`src/rtl/even_divisor_monitor.sv`:
```
// Receiver-side checker for divided clocks: measures the high/low phase lengths of
// clk_div_in in clk cycles and reports the locked ratio, duty correctness and faults.
module even_divisor_monitor #(
  parameter int CNT_W    = 8,
  parameter int LOCK_CNT = 4
) (
  input  logic             clk,
  input  logic             rstn,
  input  logic             clk_div_in,
  output logic [CNT_W:0]   div_ratio,
  output logic             locked,
  output logic             duty_ok,
  output logic             period_err,
  output logic             stuck
);

  typedef enum logic [1:0] {
    ACQ    = 2'd0,
    HALF   = 2'd1,
    TRACK  = 2'd2,
    LOCKED = 2'd3
  } state_t;

  localparam logic [CNT_W-1:0] CNT_MAX  = {CNT_W{1'b1}};
  localparam logic [CNT_W-1:0] CNT_ONE  = {{(CNT_W-1){1'b0}}, 1'b1};
  localparam logic [3:0]       LOCK_M   = 4'(LOCK_CNT);
  localparam logic [3:0]       MATCH_1  = 4'd1;

  logic             sync1_q, sync2_q, sdly_q;
  logic [CNT_W-1:0] cnt_q, cnt_d;
  logic [CNT_W-1:0] hi_len_q, hi_len_d;
  logic [CNT_W-1:0] lo_len_q, lo_len_d;
  state_t           state_q, state_d;
  logic [CNT_W:0]   ref_q, ref_d;
  logic [3:0]       match_q, match_d;
  logic [CNT_W:0]   div_q, div_d;
  logic             locked_q, locked_d;
  logic             duty_q, duty_d;
  logic             err_q, err_d;
  logic             stuck_q, stuck_d;

  logic             rise_s, fall_s, edge_s, sat_s, duty_eq_s;
  logic [CNT_W:0]   period_s;
  logic [3:0]       match_inc_s;

  // Edge detection and phase-length measurement
  always_comb begin
    rise_s   = sync2_q & ~sdly_q;
    fall_s   = ~sync2_q & sdly_q;
    edge_s   = rise_s | fall_s;
    sat_s    = (cnt_q == CNT_MAX) && !edge_s;
    hi_len_d = hi_len_q;
    lo_len_d = lo_len_q;
    cnt_d    = cnt_q;
    if (edge_s) begin
      cnt_d = CNT_ONE;
    end else if (cnt_q != CNT_MAX) begin
      cnt_d = cnt_q + CNT_ONE;
    end else begin
      cnt_d = cnt_q;
    end
    if (fall_s) begin
      hi_len_d = cnt_q;
    end else begin
      hi_len_d = hi_len_q;
    end
    // the rise being processed closes the low phase, so its length is cnt_q itself
    if (rise_s) begin
      lo_len_d = cnt_q;
    end else begin
      lo_len_d = lo_len_q;
    end
    period_s    = {1'b0, hi_len_q} + {1'b0, lo_len_d};
    duty_eq_s   = (hi_len_q == lo_len_d);
    match_inc_s = match_q + MATCH_1;
  end

  // Acquisition / lock state machine and status next-state
  always_comb begin
    state_d  = state_q;
    ref_d    = ref_q;
    match_d  = match_q;
    div_d    = div_q;
    locked_d = locked_q;
    duty_d   = duty_q;
    err_d    = 1'b0;
    stuck_d  = stuck_q;
    if (edge_s) begin
      stuck_d = 1'b0;
    end else begin
      stuck_d = stuck_q;
    end
    if (sat_s) begin
      stuck_d  = 1'b1;
      locked_d = 1'b0;
      duty_d   = 1'b0;
      match_d  = 4'd0;
      state_d  = ACQ;
    end else begin
      case (state_q)
        ACQ: begin
          if (rise_s) begin
            state_d = HALF;
          end else begin
            state_d = ACQ;
          end
        end
        HALF: begin
          if (rise_s) begin
            ref_d   = period_s;
            match_d = MATCH_1;
            state_d = TRACK;
          end else begin
            state_d = HALF;
          end
        end
        TRACK: begin
          if (rise_s && (period_s == ref_q)) begin
            if (match_inc_s >= LOCK_M) begin
              match_d  = LOCK_M;
              locked_d = 1'b1;
              div_d    = period_s;
              duty_d   = duty_eq_s;
              state_d  = LOCKED;
            end else begin
              match_d  = match_inc_s;
            end
          end else if (rise_s) begin
            ref_d   = period_s;
            match_d = MATCH_1;
          end else begin
            state_d = TRACK;
          end
        end
        LOCKED: begin
          // div_q is deliberately left alone so the last locked ratio stays readable
          if (rise_s && (period_s != div_q)) begin
            err_d    = 1'b1;
            locked_d = 1'b0;
            duty_d   = 1'b0;
            ref_d    = period_s;
            match_d  = MATCH_1;
            state_d  = TRACK;
          end else begin
            state_d = LOCKED;
          end
        end
        default: begin
          state_d = ACQ;
        end
      endcase
    end
  end

  // All state, synchronizer and registered outputs
  always_ff @(posedge clk or negedge rstn) begin
    if (!rstn) begin
      sync1_q  <= 1'b0;
      sync2_q  <= 1'b0;
      sdly_q   <= 1'b0;
      cnt_q    <= {CNT_W{1'b0}};
      hi_len_q <= {CNT_W{1'b0}};
      lo_len_q <= {CNT_W{1'b0}};
      state_q  <= ACQ;
      ref_q    <= {(CNT_W+1){1'b0}};
      match_q  <= 4'd0;
      div_q    <= {(CNT_W+1){1'b0}};
      locked_q <= 1'b0;
      duty_q   <= 1'b0;
      err_q    <= 1'b0;
      stuck_q  <= 1'b0;
    end else begin
      sync1_q  <= clk_div_in;
      sync2_q  <= sync1_q;
      sdly_q   <= sync2_q;
      cnt_q    <= cnt_d;
      hi_len_q <= hi_len_d;
      lo_len_q <= lo_len_d;
      state_q  <= state_d;
      ref_q    <= ref_d;
      match_q  <= match_d;
      div_q    <= div_d;
      locked_q <= locked_d;
      duty_q   <= duty_d;
      err_q    <= err_d;
      stuck_q  <= stuck_d;
    end
  end

  assign div_ratio  = div_q;
  assign locked     = locked_q;
  assign duty_ok    = duty_q;
  assign period_err = err_q;
  assign stuck      = stuck_q;

endmodule

```
`config.mk`:
```
export PLATFORM = sky130hd
export DESIGN_NAME = even_divisor_monitor
export DESIGN_NICKNAME = d
export VERILOG_FILES = /design/src/rtl/even_divisor_monitor.sv
export SDC_FILE = /design/constraint.sdc
export NUM_CORES = 1
export LEC_CHECK = 0
export BUFFER_PORTS_ARGS = -buffer_cell sky130_fd_sc_hd__buf_2
export CAP_MARGIN = 20
export CORE_AREA = 2 2 81 83
export DETAILED_ROUTE_END_ITERATION = 7
export DIE_AREA = 0 0 83 85
export GPL_TIMING_DRIVEN = 0
export PLACE_DENSITY = 0.7
export SLEW_MARGIN = 10
export SYNTH_ARGS = -nofsm -noshare
export SYNTH_HDL_FRONTEND = slang
export SYNTH_SLANG_ARGS = --single-unit
export TNS_END_PERCENT = 30
```
`constraint.sdc`:
```
create_clock -name clk -period 4.3 [get_ports clk]
set_clock_uncertainty 0.1 [all_clocks]
set_input_delay 0.645 -clock clk [delete_from_list [all_inputs] [get_ports clk]]
set_output_delay 0.645 -clock clk [all_outputs]
set_load 0.1 [all_outputs]
```
**Word level (Yosys, flattened, before mapping)**

Index checks and enable logic that the tools add are counted.

- Register bits: 55
- Word-level logic and storage cells: 89

- $add $sub $neg: 3
- $lt $le $gt $ge: 1
- Equal/unequal tests: 15
- Mux-type cells: 35
- Bitwise logic cells: 6
- Reduce and logical (&&, ||, !) cells: 15

Operator list:

| cell | count |
|---|---|
| $mux W9 | 3 |
| $pmux W9 S3 | 1 |
| $mux W8 | 3 |
| $mux W4 | 5 |
| $mux W1 | 14 |
| $pmux W4 S3 | 1 |
| $reduce_and A4 Y1 | 3 |
| $mux W2 | 5 |
| $add A8 B8 Y9 | 1 |
| $eq A9 B9 Y1 | 1 |
| $ne A3 B3 Y1 const B | 3 |
| $ne A9 B9 Y1 | 1 |
| $add A8 B1 Y8 const B | 1 |
| $eq A8 B8 Y1 | 1 |
| $eq A8 B8 Y1 const B | 1 |
| $ne A4 B4 Y1 const B | 2 |
| $ne A8 B8 Y1 const B | 1 |
| $pmux W2 S4 | 1 |
| $reduce_bool A3 Y1 | 2 |
| $add A4 B1 Y4 const B | 1 |
| $eq A2 B2 Y1 const B | 2 |
| $ge A4 B3 Y1 const B | 1 |
| $ne A2 B2 Y1 const B | 2 |
| $pmux W1 S2 | 2 |
| other kinds (10) | 17 |

**Logic depth before layout (Yosys ltp)**

- Depth in word-level cells: 9
- Gate-level depth with buffers: 15
- Mapped depth without buffers: 13

**Least setup slack after synthesis**

Ideal clock, no wire load.

- Kind: flip-flop to flip-flop
- Start: register sdly_q
- End: register div_q[3], in the netlist div_ratio[3]
- Setup time: 0.126 ns
- Arrival time: 4.121 ns
- Slack: -0.047 ns
- Cell stages (with the launch flop): 16
- Path buffers: 2
- Path through: dfrtp_1 -> inv_1 -> ha_1 -> clkbuf_1 -> mux2_2 -> ha_1 -> fa_1 -> and3_1 -> o2111ai_2 -> nand4_1 -> a2111oi_2 -> nor4b_4 -> and3b_2 -> and4_1 -> buf_6 -> mux2_4

- Cells in the longest elaborated chain, start to end: 7

RTL lines:

| what | RTL line | source |
|---|---|---|
| from (decl) | 29 | `logic sync1_q, sync2_q, sdly_q;` |
| from (signal assigned) | 175 | `sdly_q <= sync2_q;` |
| $not A1 Y1 * | 48 | `rise_s = sync2_q & ~sdly_q;` |
| $and A1 B1 Y1 * | 48 |  |
| $mux W8 * | 68 | `if (rise_s) begin` |
| named net lo_len_d[0] | 32 | `logic [CNT_W-1:0] lo_len_q, lo_len_d;` |
| $add A8 B8 Y9 * | 73 | `period_s = {1'b0, hi_len_q} + {1'b0, lo_len_d};` |
| $eq A9 B9 Y1 | 118 | `if (rise_s && (period_s == ref_q)) begin` |
| $logic_and A1 B1 Y1 | 118 |  |
| $reduce_and A4 Y1 (no line) | - |  |
| to (signal assigned) | 167 | `div_q <= {(CNT_W+1){1'b0}};` |
| to (signal assigned) | 182 | `div_q <= div_d;` |
| to (decl) | 36 | `logic [CNT_W:0] div_q, div_d;` |

Mark *: on every way through the listed nets, which the timed path passes. The rest lies on a longest branch.
A chain may end at the register's enable or synchronous reset.

**Worst setup path after layout**

- Start: register sdly_q
- End: register ref_q[3]

- Cells in the longest elaborated chain, start to end: 8

RTL lines:

| what | RTL line | source |
|---|---|---|
| $not A1 Y1 * | 48 |  |
| $and A1 B1 Y1 * | 48 |  |
| $mux W8 * | 68 |  |
| named net lo_len_d[0] | 32 |  |
| $add A8 B8 Y9 * | 73 |  |
| $ne A9 B9 Y1 / $eq A9 B9 Y1 (equally long branches) | 137, 118 |  |
| $logic_and A1 B1 Y1, on equally long branches | 137, 118 |  |
| $ne A2 B2 Y1 (no line) | - |  |
| $reduce_and A4 Y1 (no line) | - |  |
| to (signal assigned) | 165 | `ref_q <= {(CNT_W+1){1'b0}};` |
| to (signal assigned) | 180 | `ref_q <= ref_d;` |
| to (decl) | 34 | `logic [CNT_W:0] ref_q, ref_d;` |

Mark *: on every way through the listed nets, which the timed path passes. The rest lies on a longest branch. The select of a mux whose other input is x is not followed.

==> impl_metrics.yaml <==
clock_tree:
  h-tree-depth: 2
  cts_buffer_depth: 2
  clkTransAtPathRegs_ps: 100
  clk_latency_ps: 300
  cts_buffers: 5
  clock-sinks: 55
  cts-root-buf: "clkbuf_8"
  cts_tree: "yes"
floorplanning:
  dieArea_um2: 7060
  die_y_um: 85
  rows: 29
  dieWidth_um: 83
  start_util: 0.499
  coreArea_um2: 6200
  io_pins: 16
global_routing:
  grt_pass1_wl_mm: 10.1
  global_route.overflow_total: 0
  antenna_found_initial: 0
  grt_usage: 0.178
  grt_max_degree: 30
  first_global_vias: 2052
timing:
  worst_slack_ps: 111
  final-hold-violation-count: 0
  final-max-slew-violation-count: 0
  setup_viol: 0
  finalCritPeriodShare: 0.974
  worst_slew_pin_slew_ps: 655
  post-route-min-period_ps: 4190
  fin_hold_ws_ps: 257
  slew_headroom: 0.564
  rsz0062_at_grt: "yes"
  max_clock_freq_ghz: 0.239
synthesis:
  synth_enable_flop_cells: 0
  ys_seq_area_frac: 0.444
  ys_types: 53
  netlist_area_um2: 3100
  synth_nets: 281
  synth_compound_area_frac: 0.111
  yosys-mux-area-fraction: 0.139
  yosysWarnings: 0
  synth_fa_ha_area_frac: 0.0711
  synthSimpleGateAreaFrac: 0.115
  yosys.area.top_type: "dfrtp_1"
  syn_inst: 261
  ys_async_sr_fraction: 1.00
  syn_avg_cell_area_um2: 11.9
  synth_top_family_by_area: "multiplexers"
  synth_ff_type: "dfrtp_1"
  ys_ff_latch: 55
  yosys.area.top_type_share: 0.444
  synth_xor_area_frac: 0.0982
  synth_area_leaders: "dfrtp_1, mux2_2, ha_1"
worst_setup_path:
  start_kind: "flip-flop"
  path_max_fanout: 8
  r2r_end: "ref_q[3]"
  reg2reg_slack_ps: 110
  crit_path_end_kind: "flip-flop"
  critPathArrivalTime_ps: 4280
  reg2reg_depth: 16
  rr_startpoint: "sdly_q"
  cp.required_ps: 4390
  crit_type: "flip-flop to flip-flop"
final_layout:
  fin_nets: 320
  layout_common_cells: "dfrtp_1, mux2_2, xnor2_1, buf_2, nand2_1"
  final_common_cell: "dfrtp_1"
  finish.utilization: 0.599
  finalNonFillerCells: 378
  num_antenna_cells: 0
  final_layout_size_suffix_gt1_frac: 0.339
  syn2layout_area_growth_pct: 20.0
  fillers: 513
routing:
  drt-wirelength-per-cell_um: 17.4
  drc: 0
  first_pass_iters: 4
  viasPerCell: 5.75
  drt_iter0_drc: 68
  wirelength_mm: 6.57
  vias: 2172
  drtAntennaViolNets: 0
pwr:
  ir_worst_vdd_mv: 0.472
  power_density_nw_per_um2: 499
  p_int_mw: 1.16
  clockPowerShare: 0.192
  sw_frac_of_total: 0.372
  p_seq_frac: 0.344
  p_switching_mw: 0.689
  leakage_nw: 1.77
  p_comb_frac: 0.464
place:
  placed_cells: 354
  gp_congestion: 0.773
  pre_cts_ws_ps: -570
  io_buffers: 15
  dpl.hpwl_mm: 4.22
run:
  maxCapViolCount: 0
run_status:
  outcome: "completed"
hold_path:
  hp-class: "input port to asynchronous set/reset pin"
area by class of cell:
class                      count  area, µm²  area share
buffer                         6       41.3      0.0111
tap                           77       96.3      0.0259
sequential                    55       1380       0.370
clock inverter                 2       35.0     0.00942
inverter                       7       26.3     0.00707
timing repair buffer          33        253      0.0680
clock buffer                   6       82.6      0.0222
multi-input combinational    192       1810       0.486
cells by family (layout without fill, tap and decap cells):
logic type,after synthesis,in the layout
AND/OR/NAND/NOR,63,63
multiplexers,36,36
XOR/XNOR,30,30
buffers and inverters,14,54
adder cells (fa/ha/maj),17,17
AO/OA/AOI/OAI,46,46
flip-flops,55,55
synthesized netlist by cell type (all sizes together) (2+ instances only):
library cell / n
nand2b: 2
inv: 7
dfrtp: 55
xnor2: 17
o2111ai: 2
a21boi: 3
a31oi: 5
nor2: 13
mux2: 32
a21oi: 10
and3: 3
buf: 2
xor2: 10
o21ai: 7
nor4: 2
nor3b: 2
ha: 16
a21o: 5
and2: 3
a211oi: 3
mux2i: 4
nand4b: 2
clkbuf: 5
nand2: 15
o211ai: 2
xnor3: 3
nand3: 7
nand4: 6
power groups by stage:
stage	registers, mW	logic (mW)	clock network, mW
after CTS	0.636	0.767	0.364
after global placement	0.643	0.666	0
after global routing	0.646	0.924	0.384
after detailed placement	0.646	0.679	0
final	0.638	0.860	0.356
after floorplan	0.771	0.413	0
critical path, cell delays in order, from the launching register on:
cell and delay, ps:
dfrtp_1 410, inv_2 70, ha_4 200, mux2_4 340, ha_4 180, fa_2 400, and3_4 200, o2111ai_4 220
nand4_1 160, a2111oi_4 420, nor4b_4 320, buf_4 190, nor3b_4 50, o211ai_4 220, buf_12 140, buf_12 110
mux2_2 330
metal layers:
layer,GRT usage,vias to the layer above,part of all wire
li1,-,1020,-
met1,0.248,1102,0.46
met5,0,-,0
met4,0.0537,0,0.016
met2,0.289,39,0.50
met3,0.0282,11,0.022
how the worst max path moves through the flow:
stage	from	endpoint	slack, ps
floorplan	sdly_q	div_ratio[3]	70
finish	sdly_q	ref_q[3]	110
CTS	sdly_q	div_ratio[8]	10
global route	sdly_q	ref_q[5]	-60
detailed placement	sdly_q	ref_q[3]	-570
global placement	sdly_q	div_ratio[0]	-500
per-stage QoR:
| step | area, µm² | power [mW] | TNS (ps) |
|---|---|---|---|
| after floorplan | 3100 | 1.18 | 0 |
| final | 3720 | 1.85 | 0 |
| after global routing | 3720 | 1.95 | -389 |
| after CTS | 3530 | 1.77 | 0 |
| after global placement | 3270 | 1.31 | -8710 |
| after detailed placement | 3290 | 1.32 | -9700 |
repair_timing:
| action | in CTS | in global routing |
|---|---|---|
| setup buffers | 6 | 11 |
| pin swaps | 6 | 7 |
| endpoints found under the setup margin | 24 | 19 |
| hold buffers | 0 | 0 |
| gates resized for setup | 15 | 23 |
flip-flops by register name, summed over array words and instances (netlist names):
signal and count:
hi_len_q 8, sdly_q 1, sync2_q 1, state_q 2, sync1_q 1, duty_ok 1
div_ratio 9, lo_len_q 8, stuck 1, period_err 1, cnt_q 8, locked 1
ref_q 9, match_q 4
(Power assumes the default switching activity.)
